File: src/rtl/ddr3_rd_pkg.sv
// Shared types and constants for the DDR3 read-data serialiser: FSM states,
// beat/byte geometry helpers and the optional status-byte layout.
package ddr3_rd_pkg;

    typedef enum logic [1:0] {
        ST_IDLE = 2'd0,
        ST_HDR  = 2'd1,
        ST_SEND = 2'd2
    } state_e;

    localparam int DEF_WIDTH      = 128;
    localparam int BYTES_PER_BEAT = DEF_WIDTH / 8;
    localparam int BYTE_IDX_W     = $clog2(BYTES_PER_BEAT);

    // Status byte emitted ahead of each burst when the header feature is built in.
    typedef struct packed {
        logic       ovf;
        logic [2:0] rsvd;
        logic [3:0] seq;
    } status_t;

    function automatic int bytes_per_beat(input int width);
        return width / 8;
    endfunction

    function automatic int byte_idx_width(input int width);
        return ((width / 8) > 1) ? $clog2(width / 8) : 1;
    endfunction

    function automatic logic [7:0] status_byte(input logic ovf, input logic [3:0] seq);
        status_t s;
        s.ovf  = ovf;
        s.rsvd = 3'b000;
        s.seq  = seq;
        return s;
    endfunction

endpackage

File: src/rtl/ddr3_beat_fifo.sv
// Synchronous DEPTH x DW beat buffer with occupancy count; a push is accepted
// when full only if a pop happens in the same cycle. Head entry is read combinationally.
module ddr3_beat_fifo #(
    parameter int DW    = 129,
    parameter int DEPTH = 4
) (
    input  logic                     clock,
    input  logic                     reset,
    input  logic                     push_i,
    input  logic [DW-1:0]            din_i,
    input  logic                     pop_i,
    output logic [DW-1:0]            dout_o,
    output logic [$clog2(DEPTH):0]   count_o
);
    localparam int AW = $clog2(DEPTH);
    localparam int CW = AW + 1;

    logic [DW-1:0] mem_q [DEPTH];
    logic [AW-1:0] wptr_q;
    logic [AW-1:0] rptr_q;
    logic [CW-1:0] count_q;
    logic          pop_ok_s;
    logic          push_ok_s;

    assign pop_ok_s  = pop_i & (count_q != CW'(0));
    assign push_ok_s = push_i & ((count_q < CW'(DEPTH)) | pop_ok_s);

    // Pointer and occupancy registers; pointers wrap naturally as DEPTH is a power of two.
    always_ff @(posedge clock) begin
        if (reset) begin
            wptr_q  <= {AW{1'b0}};
            rptr_q  <= {AW{1'b0}};
            count_q <= {CW{1'b0}};
        end else begin
            if (push_ok_s) wptr_q <= wptr_q + AW'(1);
            if (pop_ok_s)  rptr_q <= rptr_q + AW'(1);
            case ({push_ok_s, pop_ok_s})
                2'b10:   count_q <= count_q + CW'(1);
                2'b01:   count_q <= count_q - CW'(1);
                default: count_q <= count_q;
            endcase
        end
    end

    // Storage array; contents need no reset since the count qualifies them.
    always_ff @(posedge clock) begin
        if (push_ok_s) mem_q[wptr_q] <= din_i;
    end

    assign dout_o  = mem_q[rptr_q];
    assign count_o = count_q;

endmodule

File: src/rtl/ddr3_rd_serialiser.sv
// Buffers non-throttleable DDR3 read beats and streams them MSB-first as bytes on AXI4-Stream.
// Optional macro DDR3_RD_SERIALISER_STATUS_EN prefixes each burst with a status byte.
module ddr3_rd_serialiser
    import ddr3_rd_pkg::*;
#(
    parameter int WIDTH       = 128,
    parameter int DEPTH       = 4,
    parameter int BURST_BEATS = 1
) (
    input  logic             clock,
    input  logic             reset,
    input  logic             rd_valid_i,
    input  logic             rd_last_i,
    input  logic [WIDTH-1:0] rd_data_i,
    output logic             credit_o,
    output logic             overflow_o,
    output logic             m_tvalid_o,
    input  logic             m_tready_i,
    output logic             m_tlast_o,
    output logic [7:0]       m_tdata_o
);
    localparam int BPB = bytes_per_beat(WIDTH);
    localparam int IW  = byte_idx_width(WIDTH);
    localparam int CW  = $clog2(DEPTH) + 1;

    state_e           state_q, state_d;
    logic [WIDTH-1:0] shift_q, shift_d;
    logic [IW-1:0]    idx_q, idx_d;
    logic             flag_q, flag_d;
    logic             credit_q, credit_d;
    logic             overflow_q, overflow_d;
`ifdef DDR3_RD_SERIALISER_STATUS_EN
    logic [3:0]       seq_q, seq_d;
    logic             hdr_due_q, hdr_due_d;
`endif

    logic [WIDTH:0]   head_s;
    logic [CW-1:0]    count_s;
    logic             pop_s;
    logic             push_s;
    logic             load_s;
    logic             last_byte_s;

    ddr3_beat_fifo #(
        .DW    (WIDTH + 1),
        .DEPTH (DEPTH)
    ) u_fifo (
        .clock   (clock),
        .reset   (reset),
        .push_i  (push_s),
        .din_i   ({rd_last_i, rd_data_i}),
        .pop_i   (pop_s),
        .dout_o  (head_s),
        .count_o (count_s)
    );

    assign last_byte_s = (idx_q == IW'(BPB - 1));

    // Next-state logic: byte sequencing, beat reload without bubble, buffer admission, credit.
    always_comb begin
        state_d    = state_q;
        shift_d    = shift_q;
        idx_d      = idx_q;
        flag_d     = flag_q;
        pop_s      = 1'b0;
        load_s     = 1'b0;
`ifdef DDR3_RD_SERIALISER_STATUS_EN
        seq_d      = seq_q;
        hdr_due_d  = hdr_due_q;
`endif
        case (state_q)
            ST_IDLE: begin
                if (count_s != CW'(0)) load_s = 1'b1;
                else                   state_d = ST_IDLE;
            end
            ST_HDR: begin
                if (m_tready_i) begin
                    state_d = ST_SEND;
`ifdef DDR3_RD_SERIALISER_STATUS_EN
                    seq_d   = seq_q + 4'd1;
`endif
                end else begin
                    state_d = ST_HDR;
                end
            end
            ST_SEND: begin
                if (m_tready_i) begin
                    shift_d = {shift_q[WIDTH-9:0], 8'h00};
                    if (last_byte_s) begin
                        if (count_s != CW'(0)) load_s = 1'b1;
                        else                   state_d = ST_IDLE;
                    end else begin
                        idx_d = idx_q + IW'(1);
                    end
                end else begin
                    state_d = ST_SEND;
                end
            end
            default: state_d = ST_IDLE;
        endcase

        if (load_s) begin
            pop_s     = 1'b1;
            shift_d   = head_s[WIDTH-1:0];
            flag_d    = head_s[WIDTH];
            idx_d     = {IW{1'b0}};
`ifdef DDR3_RD_SERIALISER_STATUS_EN
            state_d   = hdr_due_q ? ST_HDR : ST_SEND;
            hdr_due_d = head_s[WIDTH];
`else
            state_d   = ST_SEND;
`endif
        end else begin
            pop_s = 1'b0;
        end

        push_s     = rd_valid_i & ((count_s < CW'(DEPTH)) | pop_s);
        overflow_d = overflow_q | (rd_valid_i & ~push_s);
        credit_d   = ((int'(count_s) + BURST_BEATS) <= DEPTH);
    end

    // State and datapath registers.
    always_ff @(posedge clock) begin
        if (reset) begin
            state_q    <= ST_IDLE;
            shift_q    <= {WIDTH{1'b0}};
            idx_q      <= {IW{1'b0}};
            flag_q     <= 1'b0;
            credit_q   <= 1'b1;
            overflow_q <= 1'b0;
`ifdef DDR3_RD_SERIALISER_STATUS_EN
            seq_q      <= 4'd0;
            hdr_due_q  <= 1'b1;
`endif
        end else begin
            state_q    <= state_d;
            shift_q    <= shift_d;
            idx_q      <= idx_d;
            flag_q     <= flag_d;
            credit_q   <= credit_d;
            overflow_q <= overflow_d;
`ifdef DDR3_RD_SERIALISER_STATUS_EN
            seq_q      <= seq_d;
            hdr_due_q  <= hdr_due_d;
`endif
        end
    end

    assign m_tvalid_o = (state_q != ST_IDLE);
    assign m_tlast_o  = (state_q == ST_SEND) & flag_q & last_byte_s;
    assign credit_o   = credit_q;
    assign overflow_o = overflow_q;
`ifdef DDR3_RD_SERIALISER_STATUS_EN
    assign m_tdata_o  = (state_q == ST_HDR) ? status_byte(overflow_q, seq_q) : shift_q[WIDTH-1 -: 8];
`else
    assign m_tdata_o  = shift_q[WIDTH-1 -: 8];
`endif

endmodule

File: config.mk
export PLATFORM = sky130hd
export DESIGN_NAME = ddr3_rd_serialiser
export DESIGN_NICKNAME = d
export VERILOG_FILES = /design/src/rtl/ddr3_rd_pkg.sv /design/src/rtl/ddr3_beat_fifo.sv /design/src/rtl/ddr3_rd_serialiser.sv
export SDC_FILE = /design/constraint.sdc
export NUM_CORES = 1
export LEC_CHECK = 0
export BUFFER_PORTS_ARGS = -buffer_cell sky130_fd_sc_hd__buf_2
export CORE_MARGIN = 1
export CORE_UTILIZATION = 30
export DETAILED_ROUTE_END_ITERATION = 8
export PLACE_DENSITY = 0.48
export SYNTH_ARGS = -nofsm -noshare
export SYNTH_HDL_FRONTEND = slang
export SYNTH_SLANG_ARGS = --single-unit
File: constraint.sdc
create_clock -name clock -period 12.4 [get_ports clock]
set_clock_uncertainty 0.05 [all_clocks]
set_input_delay 0.62 -clock clock [delete_from_list [all_inputs] [get_ports clock]]
set_output_delay 0.62 -clock clock [all_outputs]
set_load 0.005 [all_outputs]
==> results of run 1 <==
[per-layer routing]
metal | share of wire, % | vias to the layer above
met5 | 0.26 | -
li1 | - | 5950
met2 | 48 | 299
met3 | 5.6 | 111
met1 | 44 | 6761
met4 | 2.2 | 24
[power groups by stage]
stage | Sequential [uW] | Clock (uW) | Combinational, uW
after floorplan | 2920 | 0 | 1080
after global placement | 3000 | 0 | 1360
after detailed placement | 3010 | 0 | 1370
after CTS | 2960 | 2160 | 1380
after global routing | 3000 | 2240 | 1490
final | 2960 | 2090 | 1340
[final cells by class]
type	count	area, sq um
fillers	7836	53100
diodes	4	10.01
repair buffers	163	869.6
clock buffers	112	2096
multi-input cells	671	5879
clock inverters	22	220.2
inverters	9	38.79
well taps	1070	1339
flip-flops and latches	662	18430
[worst register-to-register path, cell delays in order, from the launching register on]
cell      delay [ns]
dfxtp_1         0.37
ha_1            0.23
nand4_1         0.20
a21o_1          0.26
a21boi_1        0.50
and2_4          0.64
buf_4           0.80
buf_4           0.77
[logic make-up (layout without fill, tap and decap cells)]
kind of cell	Yosys count	after routing	share of synthesized area (%)
buf+inv	117	306	2.232
simple gates	385	385	6.319
flops	662	662	74.18
mux	132	132	11.83
xor+xnor	5	5	0.1764
other cells	0	4	0
compound gates	142	142	4.883
fa+ha+maj	7	7	0.3830
[registers in the layout (all words and copies together), names as in the netlist, named ones only]
register and cells:
credit_o 1, flag_q 1, idx_q 4, overflow_o 1
shift_q 128, state_q 2, u_fifo.count_o 3, u_fifo.mem_q 516
u_fifo.rptr_q 2, u_fifo.wptr_q 2
[metrics by stage]
stage	total power [uW]	hold WS (ns)	util (%)
final	6390	0.1832	35.23
after detailed placement	4377	0.4192	32.39
after floorplan	3992	0.3757	-
after global placement	4356	0.4109	32.39
after global routing	6725	0.1651	35.22
after CTS	6497	0.1429	35.21
[how the worst min path moves through the flow]
| stage | endpoint | slack [ns] | cells after the start |
|---|---|---|---|
| final | u_fifo.mem_q[3][71] | 0.18 | 1 |
| after CTS | u_fifo.mem_q[1][88] | 0.14 | 1 |
| after global routing | u_fifo.mem_q[1][71] | 0.17 | 1 |
| after floorplan | credit_o | 0.38 | 1 |
| after global placement | flip-flop | 0.41 | 2 |
| after detailed placement | shift_q[92] | 0.42 | 2 |
[synth_stat cells, types with 8 or more instances]
library cell	count	area share (%)
a22oi_1	8	0.24
a311oi_1	108	3.8
clkbuf_1	50	0.76
edfxtp_1	516	62
nand2_1	220	3.3
buf_4	9	0.27
mux4_2	129	12
nor2_1	124	1.9
dfxtp_1	146	12
a221o_1	12	0.48
inv_1	8	0.12
nor3b_1	12	0.36
buf_2	43	0.87
==> results.sh, run 1 <==
export IMPL_cp_max_fo=50
export IMPL_grt_use_met2_pct=23.51
export IMPL_port_buffers=144
export IMPL_via_count=13150
export IMPL_die_area_sq_mm=0.08392
export IMPL_antenna_found_initial=23
export IMPL_wl_per_cell_um=21.84
export IMPL_cts_resized_gates=0
export IMPL_clk_pin_slew_ns=0.06
export IMPL_final_cell_mix="516 x edfxtp_1, 220 x nand2_1, 144 x dfxtp_1"
export IMPL_row_count=105
export IMPL_tns_ns=0
export IMPL_synth_area_sq_mm=0.02483
export IMPL_clkPwrFrac_pct=32.8
export IMPL_dpl_instance_area_sq_mm=0.02655
export IMPL_cts_num_sinks=662
export IMPL_die_w_um=289.7
export IMPL_fmax_mhz=235.9
export IMPL_worstSetupEndpointType="flip-flop"
export IMPL_switching_power_uw=1845
export IMPL_switching_share_pct=28.87
export IMPL_hpwl_um=33820
export IMPL_max_stage_delay_ns=0.77
export IMPL_cts_tree="built"
export IMPL_clkLatencyLatePin_ns=0.60
export IMPL_slew_violations=0
export IMPL_instances_no_fill=2713
export IMPL_fin_crit_ns=4.239
export IMPL_synth_main_ff_cell="edfxtp_1"
export IMPL_hold_class="in -> reg"
export IMPL_worst_slack_ns=8.161
export IMPL_relSlewSlack_pct=33.09
export IMPL_grt_pass1_wl_um=88460
export IMPL_outcome="finished, final reports clean"
export IMPL_cts_root_buf="clkbuf_16"
export IMPL_power_density_mw_per_mm2=221.3
export IMPL_critPathArrivalTime_ns=4.41
export IMPL_pwr_share_seq_pct=46.3
export IMPL_leakage_uw=0.009259
export IMPL_cp_startpoint="idx_q[0]"
export IMPL_first_global_vias=13800
export IMPL_power_frac_comb_pct=20.9
export IMPL_fin_area_sq_mm=0.02888
export IMPL_dr_first_iter_drc_count=852
export IMPL_gr_total_overflow=0
export IMPL_layout_area_overhead_vs_synth_pct=16.31
export IMPL_wirelength_um=59250
export IMPL_synth_edf_count=516
export IMPL_grt_use_met1_pct=18.42
export IMPL_hold_viol=0
export IMPL_cp_slowest_cell="buf_4"
export IMPL_dr_pass1_iters=5
export IMPL_r2r_start="idx_q[0]"
export IMPL_intPower_uw=4545
export IMPL_yosysUniqueCellTypes=43
export IMPL_numCtsBuffers=73
export IMPL_dieHeight_um=289.7
export IMPL_preCtsSetupSlack_ns=7.816
export IMPL_worst_path_buf_inv=2
export IMPL_tightest_slew_ns=1.004
export IMPL_grt_max_degree=87
export IMPL_period_share_pct=34.18
export IMPL_postCtsSetupBuffers=0
export IMPL_dp_cells=2575
export IMPL_grt_busiest_layer="met2"
export IMPL_cp_top_family="buffers and inverters"
export IMPL_vias_per_cell=4.845
export IMPL_core_sq_mm=0.08198
export IMPL_clockBufferDepth=3
export IMPL_rsz0062_at_grt="false"
export IMPL_drc=0
export IMPL_synth_cells=1450
export IMPL_crit_required_ns=12.57
export IMPL_setup_viol=0
export IMPL_syn_num_nets=1590
export IMPL_cpMostUsedCell="buf_4"
export IMPL_crit_chain="ha_1 > nand4_1 > a21o_1 > a21boi_1 > and2_4 > buf_4 > buf_4"
export IMPL_ff2ff_path_depth=7
export IMPL_async_reset_ff_share_pct=0
export IMPL_r2r_end="u_fifo.mem_q[2][82]"
export IMPL_htree_levels=3
export IMPL_endpoint="u_fifo.mem_q[2][82]"
export IMPL_yosysSeqAreaShare_pct=74.18
export IMPL_nNetsFinal=1720
export IMPL_ys_seq_elements=662
export IMPL_use_met3_pct=3.462
export IMPL_ir_drop_uv=143.4
export IMPL_final_common_cell="edfxtp_1"
export IMPL_ant_nets=0
export IMPL_path_depth=7
export IMPL_drive_above_1_share_pct=24.65
export IMPL_grt_util_all_layers_pct=14.24
export IMPL_holdCritStartpoint="rd_data_i[71]"
export IMPL_ctsHoldBuffers=0
export IMPL_num_io_pins=145
export IMPL_start_util_pct=30.29
export IMPL_maxCapViolations=0
export IMPL_yosysWarnings=0
export IMPL_critPathLaunchType="flip-flop"
export IMPL_crit_type="reg -> reg"
export IMPL_postSynthAreaPerCell_sq_um=17.12
export IMPL_r2r_slack_ns=8.16
export IMPL_gp_congestion=0.6872
No activity file was read; power rests on OpenSTA's default activity.
==> inputs of run 2 (changes only) <==
Settings changed: PLACE_DENSITY 0.48 to 0.5.
Clock period 12.4 ns to 3.8 ns, I/O delays scaled along.
==> run 2 against run 1 <==
  * Sequential cell count is the same
  * Clock power rose to 3.3 times the previous value
  * Die area stayed put
  * First-iteration DRC count is 6.2% lower
  * Global-route usage fell by 0.21 points
  * Sequential power grew to 3.3 times the previous value
  * Register-to-register slack worse by 7.2 ns
  * Critical path type unchanged
  * Critical endpoint is now u_fifo.count_o[2]
==> results.sh, run 2 (same netlist as run 1, synthesis figures left out) <==
export IMPL_outcome="finished, final reports clean"
export IMPL_hold_viol=0
export IMPL_first_global_vias=14380
export IMPL_row_count=105
export IMPL_crit_required_ns=4.27
export IMPL_ant_nets=0
export IMPL_dr_first_iter_drc_count=799
export IMPL_clockBufferDepth=3
export IMPL_grt_util_all_layers_pct=14.04
export IMPL_worstSetupEndpointType="flip-flop"
export IMPL_drive_above_1_share_pct=23.12
export IMPL_die_area_sq_mm=0.08392
export IMPL_tns_ns=0
export IMPL_grt_pass1_wl_um=88330
export IMPL_ir_drop_uv=639.7
export IMPL_via_count=13650
export IMPL_max_stage_delay_ns=0.54
export IMPL_setup_viol=0
export IMPL_fin_crit_ns=2.888
export IMPL_power_density_mw_per_mm2=689.8
export IMPL_num_io_pins=145
export IMPL_cts_tree="built"
export IMPL_slew_violations=0
export IMPL_final_cell_mix="516 x edfxtp_1, 220 x nand2_1, 144 x dfxtp_1"
export IMPL_cts_root_buf="clkbuf_16"
export IMPL_gr_total_overflow=0
export IMPL_crit_chain="ha_1 > nand4_1 > a211o_4 > inv_6 > ha_1 > inv_1 > fa_1 > xor2_1 > or3_1 > a21oi_1"
export IMPL_critPathArrivalTime_ns=3.36
export IMPL_die_w_um=289.7
export IMPL_gp_congestion=0.7009
export IMPL_cp_max_fo=32
export IMPL_drc=0
export IMPL_layout_area_overhead_vs_synth_pct=22.35
export IMPL_largest_register="u_fifo.mem_q"
export IMPL_maxCapViolations=0
export IMPL_reg_top3="u_fifo.mem_q x516, shift_q x128, idx_q x4"
export IMPL_critPathLaunchType="flip-flop"
export IMPL_vias_per_cell=4.798
export IMPL_cpMostUsedCell="ha_1"
export IMPL_dr_pass1_iters=5
export IMPL_port_buffers=144
export IMPL_nNetsFinal=1855
export IMPL_grt_max_degree=117
export IMPL_cts_num_sinks=662
export IMPL_fin_area_sq_mm=0.03038
export IMPL_antenna_found_initial=7
export IMPL_clkLatencyLatePin_ns=0.60
export IMPL_final_common_cell="edfxtp_1"
export IMPL_start_util_pct=30.29
export IMPL_relSlewSlack_pct=36.25
export IMPL_dpl_instance_area_sq_mm=0.02675
export IMPL_leakage_uw=0.009876
export IMPL_clk_pin_slew_ns=0.06
export IMPL_period_share_pct=76.01
export IMPL_numCtsBuffers=72
export IMPL_dieHeight_um=289.7
export IMPL_wl_per_cell_um=20.54
export IMPL_tightest_slew_ns=0.9543
export IMPL_fmax_mhz=346.2
export IMPL_postCtsSetupBuffers=0
export IMPL_cp_slowest_cell="a211o_4"
export IMPL_wirelength_um=58420
export IMPL_htree_levels=3
export IMPL_largest_reg_flops=516
export IMPL_rsz0062_at_grt="false"
export IMPL_core_sq_mm=0.08198
export IMPL_hpwl_um=33300
export IMPL_hold_class="in -> reg"
export IMPL_crit_type="reg -> reg"
==> run 2: routing by layer <==
layer	wire length [um]	vias to the layer above	track usage (%)
met3	2620	70	2.457
met4	1001	10	4.149
met2	28760	276	23.67
met5	61	-	0
met1	25970	7076	18.46
li1	-	6214	-
==> run 2: layout make-up <==
| cell class | count | area [sq um] |
|---|---|---|
| Tap cell | 1070 | 1339 |
| Clock inverter | 36 | 331.6 |
| Timing Repair Buffer | 299 | 2399 |
| Inverter | 9 | 38.79 |
| Fill cell | 7716 | 51600 |
| Multi-Input combinational cell | 671 | 5879 |
| Clock buffer | 96 | 1964 |
| Antenna cell | 1 | 2.502 |
| Sequential cell | 662 | 18430 |
==> run 2: stage by stage <==
stage	utilization, %	power (uW)	hold WS (ns)	worst slack [ns]	instances
6_report	37.06	20960	0.2977	0.9116	2844
5_1_grt	37.06	22060	0.2817	0.7175	2844
4_1_cts	37.05	21290	0.2640	0.8904	2843
3_5_place_dp	32.63	14300	0.3580	0.8993	2578
3_3_place_gp	32.63	14220	0.3517	0.9061	2578
2_1_floorplan	-	12990	0.2193	0.4156	1450
==> run 2: repair_timing <==
item | 4_1_cts | 5_1_grt
gates resized for setup | 0 | 0
hold endpoints to repair | 529 | 0
setup endpoints to repair | 0 | 0
hold buffers | 133 | 0
==> run 2: worst max-delay path: cells and delay by family, from the launching register on <==
| kind | cells | cell delay (ns) |
|---|---|---|
| buffers and inverters | 2 | 0.27 |
| AND/OR/NAND/NOR | 2 | 0.49 |
| AO/OA/AOI/OAI | 2 | 0.67 |
| adder cells (fa/ha/maj) | 3 | 0.81 |
| flip-flops | 1 | 0.37 |
| XOR/XNOR | 1 | 0.16 |
==> run 2: path summary, 6_finish.rpt <==
check / start / slack (ns) / cells past startpoint / end
worst min-delay path: rd_data_i[13] / 0.30 / 2 / u_fifo.mem_q[3][13]
worst max register to register: idx_q[0] / 0.91 / 10 / u_fifo.count_o[2]
worst max-delay path: idx_q[0] / 0.91 / 10 / u_fifo.count_o[2]
worst min register to register: flag_q / 0.41 / 2 / flag_q
==> run 2: where the power goes <==
group	switching (uW)	internal (uW)
registers	649	9000
clock network	2810	3990
logic	2590	1920
total	6040	14900
==> inputs of run 3 (changes only) <==
Settings changed: PLACE_DENSITY 0.5 to 0.48.
Clock period 3.8 ns to 2.8 ns, I/O delays scaled along.
==> run 3 against run 2 <==
  * Global-route usage down 0.22 points
  * Maximum frequency up 9.8%
  * Count of clock-buffer cells in the layout up 18
  * Clock power up 49%
  * Sequential share of layout area down 0.97 points
  * Non-clock buffer count up 14
  * Hold slack worse by 0.071 ns
  * Setup slack worse by 0.74 ns
  * Sequential power up 35%
  * Largest cell class unchanged
  * Largest power group unchanged
==> results.sh, run 3 (same netlist as run 1, synthesis figures left out) <==
export IMPL_cts_num_sinks=662
export IMPL_cpMostUsedCell="ha_1"
export IMPL_crit_required_ns=3.30
export IMPL_fillCellCount=7734
export IMPL_reg_top3="u_fifo.mem_q x516, shift_q x128, idx_q x4"
export IMPL_via_count=13560
export IMPL_hpwl_um=34530
export IMPL_crit_type="reg -> reg"
export IMPL_vias_per_cell=4.732
export IMPL_final_cell_mix="516 x edfxtp_1, 220 x nand2_1, 144 x dfxtp_1"
export IMPL_largest_register="u_fifo.mem_q"
export IMPL_cp_slowest_cell="a211o_4"
export IMPL_postLayoutCoreUtil_pct=37.66
export IMPL_final_common_cell="edfxtp_1"
export IMPL_clockBufferDepth=3
export IMPL_layout_area_overhead_vs_synth_pct=24.33
export IMPL_ant_nets=0
export IMPL_cts_tree="built"
export IMPL_num_io_pins=145
export IMPL_gr_total_overflow=0
export IMPL_largest_reg_flops=516
export IMPL_first_global_vias=14250
export IMPL_wl_per_cell_um=19.96
export IMPL_die_area_sq_mm=0.08392
export IMPL_fin_crit_ns=2.631
export IMPL_relSlewSlack_pct=41.52
export IMPL_preCtsSetupSlack_ns=0.1945
export IMPL_numCtsBuffers=76
export IMPL_slew_violations=0
export IMPL_row_count=105
export IMPL_grt_util_all_layers_pct=13.82
export IMPL_grt_pass1_wl_um=86880
export IMPL_wirelength_um=57190
export IMPL_grt_max_degree=189
export IMPL_fmax_mhz=380.1
export IMPL_rsz0062_at_grt="false"
export IMPL_drive_above_1_share_pct=24.06
export IMPL_antenna_found_initial=8
export IMPL_cp_top_family="adder cells"
export IMPL_setup_viol=0
export IMPL_hold_class="in -> reg"
export IMPL_dr_first_iter_drc_count=821
export IMPL_dr_pass1_iters=5
export IMPL_outcome="finished, final reports clean"
export IMPL_core_sq_mm=0.08198
export IMPL_worst_path_buf_inv=2
export IMPL_start_util_pct=30.29
export IMPL_die_w_um=289.7
export IMPL_clk_pin_slew_ns=0.06
export IMPL_nNetsFinal=1873
export IMPL_worstSetupEndpointType="flip-flop"
export IMPL_maxCapViolations=0
export IMPL_ir_drop_uv=728.6
export IMPL_power_density_mw_per_mm2=956.3
export IMPL_drc=0
export IMPL_seq_area_sq_mm=0.01843
export IMPL_dieHeight_um=289.7
export IMPL_critPathArrivalTime_ns=3.13
export IMPL_clkLatencyLatePin_ns=0.62
export IMPL_cp_max_fo=4
export IMPL_crit_chain="ha_1 > nand4_1 > a211o_4 > inv_6 > ha_1 > inv_1 > fa_1 > xor2_1 > or3_1 > a21oi_1"
export IMPL_cts_root_buf="clkbuf_16"
export IMPL_gp_congestion=0.7276
export IMPL_leakage_uw=0.01011
export IMPL_worst_slack_ns=0.1690
export IMPL_htree_levels=3
export IMPL_hold_viol=0
export IMPL_port_buffers=144
export IMPL_multi_input_area_sq_mm=0.005879
export IMPL_max_stage_delay_ns=0.42
export IMPL_period_share_pct=93.97
export IMPL_tightest_slew_ns=0.8754
export IMPL_critPathLaunchType="flip-flop"
run 3: path summary, 6_finish.rpt:
path	endpoint	cells past startpoint	slack (ns)	startpoint
max	u_fifo.count_o[2]	10	0.17	idx_q[0]
min	u_fifo.mem_q[0][125]	2	0.23	rd_data_i[125]
max reg2reg	u_fifo.count_o[2]	10	0.17	idx_q[0]
min reg2reg	shift_q[113]	2	0.42	shift_q[105]
run 3: repair_timing:
item	4_1_cts	5_1_grt
buffers inserted	0	0
hold buffers	132	0
hold endpoints to repair	544	0
endpoints found under the setup margin	0	0
gates resized for setup	0	0
run 3: report_power, final:
part           switching [uW]  internal, uW
clock                    3830          6320
sequential                798         12200
combinational            3630          2730
run 3: cell type report:
| type | instances | area share, % |
|---|---|---|
| inverters | 9 | 0.1256 |
| flip-flops and latches | 662 | 59.68 |
| clock buffers | 114 | 7.206 |
| repair buffers | 313 | 8.426 |
| diodes | 4 | 0.03242 |
| clock inverters | 22 | 1.143 |
| well taps | 1070 | 4.337 |
| multi-input cells | 671 | 19.05 |
run 3: through the flow:
step	TNS, ns	power (uW)	hold WS, ns	area (sq um)	cells
after detailed placement	0	19540	0.3086	26960	2593
final	0	29520	0.2266	30870	2865
after global routing	0	31010	0.2189	30870	2864
after floorplan	-301.55	17630	0.1693	24830	1450
after CTS	0	30000	0.1854	30860	2861
after global placement	0	19400	0.3007	26960	2593
run 3: metal layers:
layer	part of all wire (%)	GRT usage [%]	vias to the layer above	wire length [um]
met5	0.056	0	-	32
met3	4.5	2.786	79	2562
li1	-	-	6246	-
met2	49	22.60	271	27740
met4	2.2	4.921	6	1283
met1	45	18.22	6955	25570
